==> src/rtl/load_store_unit.sv <==
// load_store_unit: sized/extended loads and stores with byte enables, valid/ack memory handshake,
// misalignment/illegal-funct3/timeout detection and a registered one-cycle response.
module load_store_unit #(
    parameter int D_WIDTH = 32,
    parameter int A_WIDTH = 32,
    parameter int TIMEOUT = 255
) (
    input  logic                 clk,
    input  logic                 rst,
    input  logic                 req_valid,
    output logic                 req_ready,
    input  logic                 req_we,
    input  logic [2:0]           funct3,
    input  logic [A_WIDTH-1:0]   addr,
    input  logic [D_WIDTH-1:0]   wdata,
    output logic                 rsp_valid,
    output logic                 rsp_err,
    output logic [D_WIDTH-1:0]   rdata,
    output logic                 busy,
    output logic                 mem_req,
    output logic                 mem_we,
    output logic [A_WIDTH-1:0]   mem_addr,
    output logic [D_WIDTH-1:0]   mem_wdata,
    output logic [D_WIDTH/8-1:0] mem_be,
    input  logic                 mem_ack,
    input  logic [D_WIDTH-1:0]   mem_rdata
);
    localparam int BW = D_WIDTH / 8;
    localparam int OW = $clog2(BW);
    localparam int CW = (TIMEOUT < 2) ? 1 : $clog2(TIMEOUT);

    typedef enum logic [1:0] {S_IDLE, S_ACCESS, S_RESP} state_t;

    state_t               r_state, w_next;
    logic [CW-1:0]        r_cnt;
    logic                 r_mem_req, r_mem_we, r_err;
    logic [A_WIDTH-1:0]   r_mem_addr;
    logic [D_WIDTH-1:0]   r_mem_wdata, r_rdata;
    logic [BW-1:0]        r_mem_be;
    logic [2:0]           r_f3;
    logic [OW-1:0]        r_off;

    logic [OW-1:0]        w_off, w_amask;
    logic                 w_legal, w_aligned, w_accept, w_ok, w_timeout;
    logic [BW-1:0]        w_be;
    logic [D_WIDTH-1:0]   w_wsh, w_lane, w_shl, w_ext;
    logic signed [D_WIDTH-1:0] w_sx;
    logic [6:0]           w_sh;

    always_comb begin
        w_off     = addr[OW-1:0];
        w_legal   = !(req_we && funct3[2]) &&
                    ((funct3 inside {3'b000, 3'b001, 3'b010, 3'b100, 3'b101}) ||
                     (D_WIDTH == 64 && (funct3 inside {3'b011, 3'b110})));
        w_amask   = OW'((4'd1 << funct3[1:0]) - 4'd1);
        w_aligned = (w_off & w_amask) == '0;
        w_be      = BW'(8'hFF >> (4'd8 - (4'd1 << funct3[1:0]))) << w_off;
        w_wsh     = wdata << {w_off, 3'b000};
        w_accept  = req_valid && r_state == S_IDLE;
        w_ok      = w_legal && w_aligned;
        w_timeout = r_state == S_ACCESS && !mem_ack && r_cnt == CW'(TIMEOUT - 1);
    end

    // Extension by shifting the selected lane to the top and back down.
    always_comb begin
        w_lane = mem_rdata >> {r_off, 3'b000};
        w_sh   = 7'(D_WIDTH) - (7'd8 << r_f3[1:0]);
        w_shl  = w_lane << w_sh;
        w_sx   = $signed(w_shl) >>> w_sh;
        w_ext  = r_f3[2] ? (w_shl >> w_sh) : w_sx;
    end

    always_comb begin
        w_next = (r_state == S_IDLE)   ? (w_accept ? (w_ok ? S_ACCESS : S_RESP) : S_IDLE) :
                 (r_state == S_ACCESS) ? ((mem_ack || w_timeout) ? S_RESP : S_ACCESS) :
                                         S_IDLE;
    end

    always_ff @(posedge clk) begin
        if (rst) r_state <= S_IDLE;
        else     r_state <= w_next;
    end

    always_ff @(posedge clk) begin
        if (rst) begin
            r_cnt       <= '0;
            r_mem_req   <= 1'b0;
            r_mem_we    <= 1'b0;
            r_mem_addr  <= '0;
            r_mem_wdata <= '0;
            r_mem_be    <= '0;
            r_f3        <= '0;
            r_off       <= '0;
            r_rdata     <= '0;
            r_err       <= 1'b0;
        end else begin
            r_rdata <= (r_state == S_ACCESS && mem_ack && !r_mem_we) ? w_ext : '0;
            r_err   <= (w_accept && !w_ok) || w_timeout;
            if (w_accept && w_ok) begin
                r_mem_req   <= 1'b1;
                r_mem_we    <= req_we;
                r_mem_addr  <= addr & ~A_WIDTH'(BW - 1);
                r_mem_wdata <= w_wsh;
                r_mem_be    <= w_be;
                r_f3        <= funct3;
                r_off       <= w_off;
                r_cnt       <= '0;
            end else if (r_state == S_ACCESS) begin
                if (mem_ack || w_timeout) begin
                    r_mem_req   <= 1'b0;
                    r_mem_we    <= 1'b0;
                    r_mem_addr  <= '0;
                    r_mem_wdata <= '0;
                    r_mem_be    <= '0;
                end else begin
                    r_cnt <= r_cnt + CW'(1);
                end
            end
        end
    end

    assign req_ready = r_state == S_IDLE;
    assign busy      = r_state != S_IDLE;
    assign rsp_valid = r_state == S_RESP;
    assign rsp_err   = r_err;
    assign rdata     = r_rdata;
    assign mem_req   = r_mem_req;
    assign mem_we    = r_mem_we;
    assign mem_addr  = r_mem_addr;
    assign mem_wdata = r_mem_wdata;
    assign mem_be    = r_mem_be;
endmodule
==> config.mk <==
export PLATFORM = sky130hd
export DESIGN_NAME = load_store_unit
export DESIGN_NICKNAME = d
export VERILOG_FILES = /design/src/rtl/load_store_unit.sv
export SDC_FILE = /design/constraint.sdc
export NUM_CORES = 1
export LEC_CHECK = 0
export BUFFER_PORTS_ARGS = -buffer_cell sky130_fd_sc_hd__buf_4
export CAP_MARGIN = 30
export CORE_ASPECT_RATIO = 1.4
export CORE_MARGIN = 4
export CORE_UTILIZATION = 35
export DETAILED_ROUTE_END_ITERATION = 8
export GPL_TIMING_DRIVEN = 0
export SYNTH_ARGS = -nofsm -noshare
export SYNTH_HDL_FRONTEND = slang
export SYNTH_SLANG_ARGS = --single-unit
==> constraint.sdc <==
create_clock -name clk -period 2.8 [get_ports clk]
set_input_delay 0.42 -clock clk [delete_from_list [all_inputs] [get_ports clk]]
set_output_delay 0.42 -clock clk [all_outputs]
set_load 0.02 [all_outputs]
# Yosys cells after proc, flatten, opt, wreduce, memory -nomap -nowiden
# Index checks and enable logic that the tools add are counted.
[totals]
register_bits = 116
in_bits = 104
[classes]
n_addsub = 4
eq_ne = 7
shift = 9
n_mux = 19
n_bitwise = 3
n_reduce_logical = 27
[op_table]
columns = ["op", "count"]
rows = [
  ["$mux 32", 7],
  ["$shl 32x5->32", 1],
  ["$shl 32x7->32", 1],
  ["$shr 32x5->32", 1],
  ["$shr 32x7->32", 1],
  ["$sshr 32x7->32", 1],
  ["$mux 4", 3],
  ["$logic_and 1x1->1", 10],
  ["$mux 2", 5],
  ["$add 8x1->8 const B", 1],
  ["$eq 8x8->1 const B", 1],
  ["$shr 8x4->4 const A", 1],
  ["$shl 4x2->7 const A", 1],
  ["$sub 6x7->7 const A", 1],
  ["$eq 3x3->1 const B", 2],
  ["$reduce_bool 2->1", 3],
  ["$reduce_bool 5->1", 1],
  ["$logic_not 1->1", 4],
  ["$logic_not 2->1", 2],
  ["$mux 1", 4],
  ["$reduce_and 2->1", 2],
  ["$reduce_or 2->1", 2],
  ["$shl 1x2->4 const A", 1],
  ["$shl 4x2->4", 1],
  ["other kinds (10)", 12],
]

# Logic depth before layout (Yosys ltp)
[depth]
ltp_word = 8
mapped_depth = 8
mapped_depth_nobuf = 6

# Worst setup path after synthesis
# OpenSTA, ideal clock, no wires.
[synth_timing]
path_type = "input port to flip-flop"
from = "input port funct3[1]"
to = "register r_mem_addr[10] (netlist: mem_addr[10])"
setup_time_ns = 0.117
arrival_ns = 1.547
slack_ns = 1.136
cell_stages = 7
path_buffers = 3
path_cell_list = "buf_2 -> a221oi_2 -> o21a_2 -> a211oi_2 -> buf_6 -> buf_6 -> a22o_1"
[synth_via]
elab_chain_len = 8
elab_cells_between_ends = 17
classes_between = "add/sub: 1; eq/ne: 4; shift: 1; mux: 1; bitwise: 1; reduce/logical: 9"
[synth_lines]
columns = ["item", "line", "source"]
rows = [
  ["start, declared", "13", "input logic [2:0] funct3,"],
  ["$shl 1x2->4", "-", ""],
  ["$sub 2x1->2", "55", "w_amask = OW'((4'd1 << funct3[1:0]) - 4'd1);"],
  ["$and 2x2->2", "56", "w_aligned = (w_off & w_amask) == '0;"],
  ["$logic_not 2->1", "56", ""],
  ["$logic_and 1x1->1 *", "60", "w_ok = w_legal && w_aligned;"],
  ["$logic_and 1x1->1 *", "99", "if (w_accept && w_ok) begin"],
  ["$reduce_bool 2->1 (no source line)", "-", ""],
  ["$reduce_and 2->1 (no source line)", "-", ""],
  ["end signal, assigned", "102", "r_mem_addr <= addr & ~A_WIDTH'(BW - 1);"],
  ["end, declared", "37", "logic [A_WIDTH-1:0] r_mem_addr;"],
]
# Every way passes the cells marked *; elsewhere a longest branch is shown, timed or not.
# A chain may end at the register's enable or synchronous reset.

# Worst setup path in the final report
[layout_timing]
from = "register r_cnt[0]"
to = "register r_mem_wdata[27] (netlist: mem_wdata[27])"
[layout_via]
elab_chain_len = 5
[layout_lines]
columns = ["item", "line", "source"]
rows = [
  ["start, declared", "35", "logic [CW-1:0] r_cnt;"],
  ["start signal, assigned", "116", "r_cnt <= r_cnt + CW'(1);"],
  ["$eq 8x8->1", "61", "w_timeout = r_state == S_ACCESS && !mem_ack && r_cnt == CW'(TIMEOUT - 1);"],
  ["$logic_and 1x1->1", "61", ""],
  ["$logic_or 1x1->1", "109", "if (mem_ack || w_timeout) begin"],
  ["$reduce_bool 2->1 (no source line)", "-", ""],
  ["$reduce_and 2->1 (no source line)", "-", ""],
  ["end signal, assigned", "103", "r_mem_wdata <= w_wsh;"],
  ["end, declared", "38", "logic [D_WIDTH-1:0] r_mem_wdata, r_rdata;"],
]
# Every way passes these cells.

==> impl_metrics.yaml <==
worst_setup_path:
  worst-path-max-fanout: 10
  end_kind: "flip-flop"
  worst_path_max_delay_cell: "a211oi_2"
  startpoint_type: "flip-flop"
  critPathTopFamily: "compound AO/OA/AOI/OAI gates"
  critPathBufInv: 2
  crit_type: "reg -> reg"
  crit_required_ns: 3.15
  critPathArrivalTime_ns: 2.38
  r2r_start: "r_cnt[0]"
  crit_start: "r_cnt[0]"
  path_cells: "inv_1, ha_1, nand3_1, o21bai_1, a211oi_2, buf_2, a22o_1"
  critPathMaxStageDelay_ns: 0.39
placement:
  hpwl_um: 12700
  gp_congestion: 0.868
  placed_area_mm2: 0.00661
  io_buffers: 206
floorplanning:
  io_pins: 210
  coreArea_mm2: 0.0135
  die_area_mm2: 0.0158
  die_width_um: 107
  row_count: 50
  die_height_um: 147
  initial_core_util_pct: 35.9
power:
  switching_share_pct: 25.6
  p_sw_mw: 1.14
  p_per_area_mw_per_mm2: 618
  leakagePower_nw: 3.36
  ir_drop_mv: 0.346
  p_int_mw: 3.31
  seqPwrFrac_pct: 38.9
  comb_power_share_pct: 12.9
  clock_power_share_pct: 48.2
timing:
  fmax_mhz: 493
  drv_slew: 0
  setup_viol: 0
  worst_pin_slew_ns: 0.720
  hold_viol: 0
  min_period_over_period_pct: 72.4
  finalClockSkew_ns: 0.00749
  slew_headroom_pct: 52.0
  rsz0062_at_grt: "false"
  tns_ns: 0
  fin_crit_ns: 2.03
grt:
  grt_pass1_wl_um: 25300
  grt_max_degree: 17
  grt_overflow: 0
  antenna_found_initial: 0
  grt_pass1_vias: 4735
  track_usage_pct: 20.4
cts:
  clk_pin_slew_ns: 0.06
  clk-insertion-delay-late_ns: 0.40
  post_cts_resized: 0
  cts_setup_buffers: 0
  htree_levels: 4
  clkSinkCount: 116
  cts_buffer_depth: 2
  hold_buffers: 0
  cts_tree: "yes"
  cts_buffers: 17
  cts-root-buf: "clkbuf_16"
synth:
  avgSynthCellArea_um2: 10.1
  ys_seq_area_share_pct: 48.1
  synth_edf_count: 0
  async_flop_share_pct: 0
  yosys_warnings: 0
  synth_cell_type_count: 54
  netlist_area_mm2: 0.00483
  ys_ff_latch: 116
  ys.flop_type: "dfxtp_1"
  synth_cells: 479
finish:
  fin_nets: 811
  area_delta_synth_final_pct: 49.1
  antenna_cells_inserted: 0
  drive_above_1_share_pct: 38.6
  final_area_mm2: 0.00720
drt:
  routed_via_density: 5.14
  antenna_left: 0
  wl_um: 16200
  drtIter0Drc: 202
  drc: 0
  wl_per_cell_um: 18.0
  vias: 4625
  first_pass_iters: 5
hold_path:
  worstHoldPathType: "in -> reg"
  hold_start: "addr[19]"
outcome:
  status: "finished, final reports clean"
job:
  maxCapViolCount: 0
==> logic make-up (layout without fill, tap and decap cells) <==
| logic type | after synthesis | count (layout) | synth area share [%] |
|---|---|---|---|
| compound gates | 157 | 157 | 24.1 |
| flops | 116 | 116 | 48.1 |
| simple gates | 113 | 113 | 12.7 |
| mux | 42 | 42 | 8.94 |
| buf+inv | 41 | 279 | 4.22 |
| xor+xnor | 7 | 7 | 1.27 |
| fa+ha+maj | 2 | 2 | 0.518 |
| other cells | 1 | 2 | 0.0777 |
==> cell type report <==
class / count / area [um^2]
timing repair buffer: 206 / 1550
clock inverter: 14 / 153
buffer: 36 / 185
multi-input combinational: 323 / 2310
sequential: 116 / 2320
clock buffer: 18 / 439
fill: 1240 / 6250
inverter: 5 / 18.8
tap: 182 / 228
==> per-layer routing <==
metal	GRT usage [%]	share of wire, %	up-vias
met2	34.3	49	198
li1	-	-	2233
met5	0	0	-
met1	23.2	39	2165
met4	7.87	2.7	0
met3	7.82	9.1	29
==> final timing paths <==
kind / end / slack (ns) / cells after the start
worst max register to register: mem_wdata[27] / 0.77 / 7
worst min register to register: mem_be[0] / 0.46 / 1
worst max-delay path: mem_wdata[27] / 0.77 / 7
worst min-delay path: mem_addr[19] / 0.22 / 2
==> cells in the final DEF, fill, tap and decap left out, types with 5 or more instances in the layout <==
cell and n:
and3_1 11, clkbuf_16 17, nor2_1 13, nand2_1 32
mux2i_1 33, a211oi_1 15, nand3_1 5, a22o_1 55
o21ai_0 33, dfxtp_1 116, nor3_1 9, buf_2 16
xor2_1 5, buf_4 208, mux2_2 9, nor2b_1 12
clkbuf_1 13, a21oi_1 17, and2_1 10, a41o_1 9
a21o_1 9
==> cells in the mapped netlist (all sizes together) (2+ instances only) <==
| master | count | area share, % |
|---|---|---|
| nor4 | 2 | 0.39 |
| o2bb2ai | 4 | 0.73 |
| nor2 | 13 | 1.0 |
| xnor2 | 2 | 0.36 |
| a22o | 55 | 10 |
| a21oi | 17 | 1.8 |
| nand4 | 3 | 0.39 |
| a21o | 9 | 1.4 |
| a41o | 9 | 1.9 |
| and2 | 10 | 1.3 |
| a211oi | 16 | 2.6 |
| nor4b | 2 | 0.49 |
| mux2i | 33 | 6.8 |
| inv | 4 | 0.31 |
| o2111ai | 3 | 0.54 |
| ha | 2 | 0.52 |
| or2 | 2 | 0.26 |
| nand2 | 32 | 2.5 |
| nor3b | 3 | 0.47 |
| clkbuf | 13 | 1.0 |
| and3 | 11 | 1.4 |
| mux2 | 9 | 2.1 |
| nand3 | 5 | 0.52 |
| buf | 23 | 2.8 |
| o211ai | 2 | 0.31 |
| nor2b | 12 | 1.6 |
| nor3 | 10 | 1.1 |
| xor2 | 5 | 0.91 |
| dfxtp | 116 | 48 |
| o21ai | 36 | 3.7 |
==> registers in the layout (all words and copies together) (netlist names) <==
signal and cells:
r_off 2, mem_req 1, r_f3 3, mem_addr 30
rsp_err 1, rdata 32, r_state 2, mem_we 1
r_cnt 8, mem_wdata 32, mem_be 4
==> power by group through the flow <==
stage               Sequential (mW)  Clock, mW  Combinational [mW]
global route                   1.74       2.26               0.618
detailed placement             1.76          0               0.574
floorplan                      1.81          0               0.234
CTS                            1.73       2.18               0.575
global placement               1.76          0               0.568
finish                         1.73       2.14               0.573
==> through the flow <==
| step | util (%) | instances | setup WS [ns] | power (mW) | hold slack, ns |
|---|---|---|---|---|---|
| floorplan | - | 480 | 1.14 | 2.05 | 0.450 |
| global placement | 49.1 | 868 | 0.654 | 2.33 | 0.439 |
| detailed placement | 49.1 | 868 | 0.625 | 2.34 | 0.446 |
| CTS | 53.5 | 900 | 0.736 | 4.48 | 0.202 |
| global route | 53.5 | 900 | 0.606 | 4.61 | 0.204 |
| finish | 53.5 | 900 | 0.772 | 4.45 | 0.223 |
(Power assumes the default switching activity.)
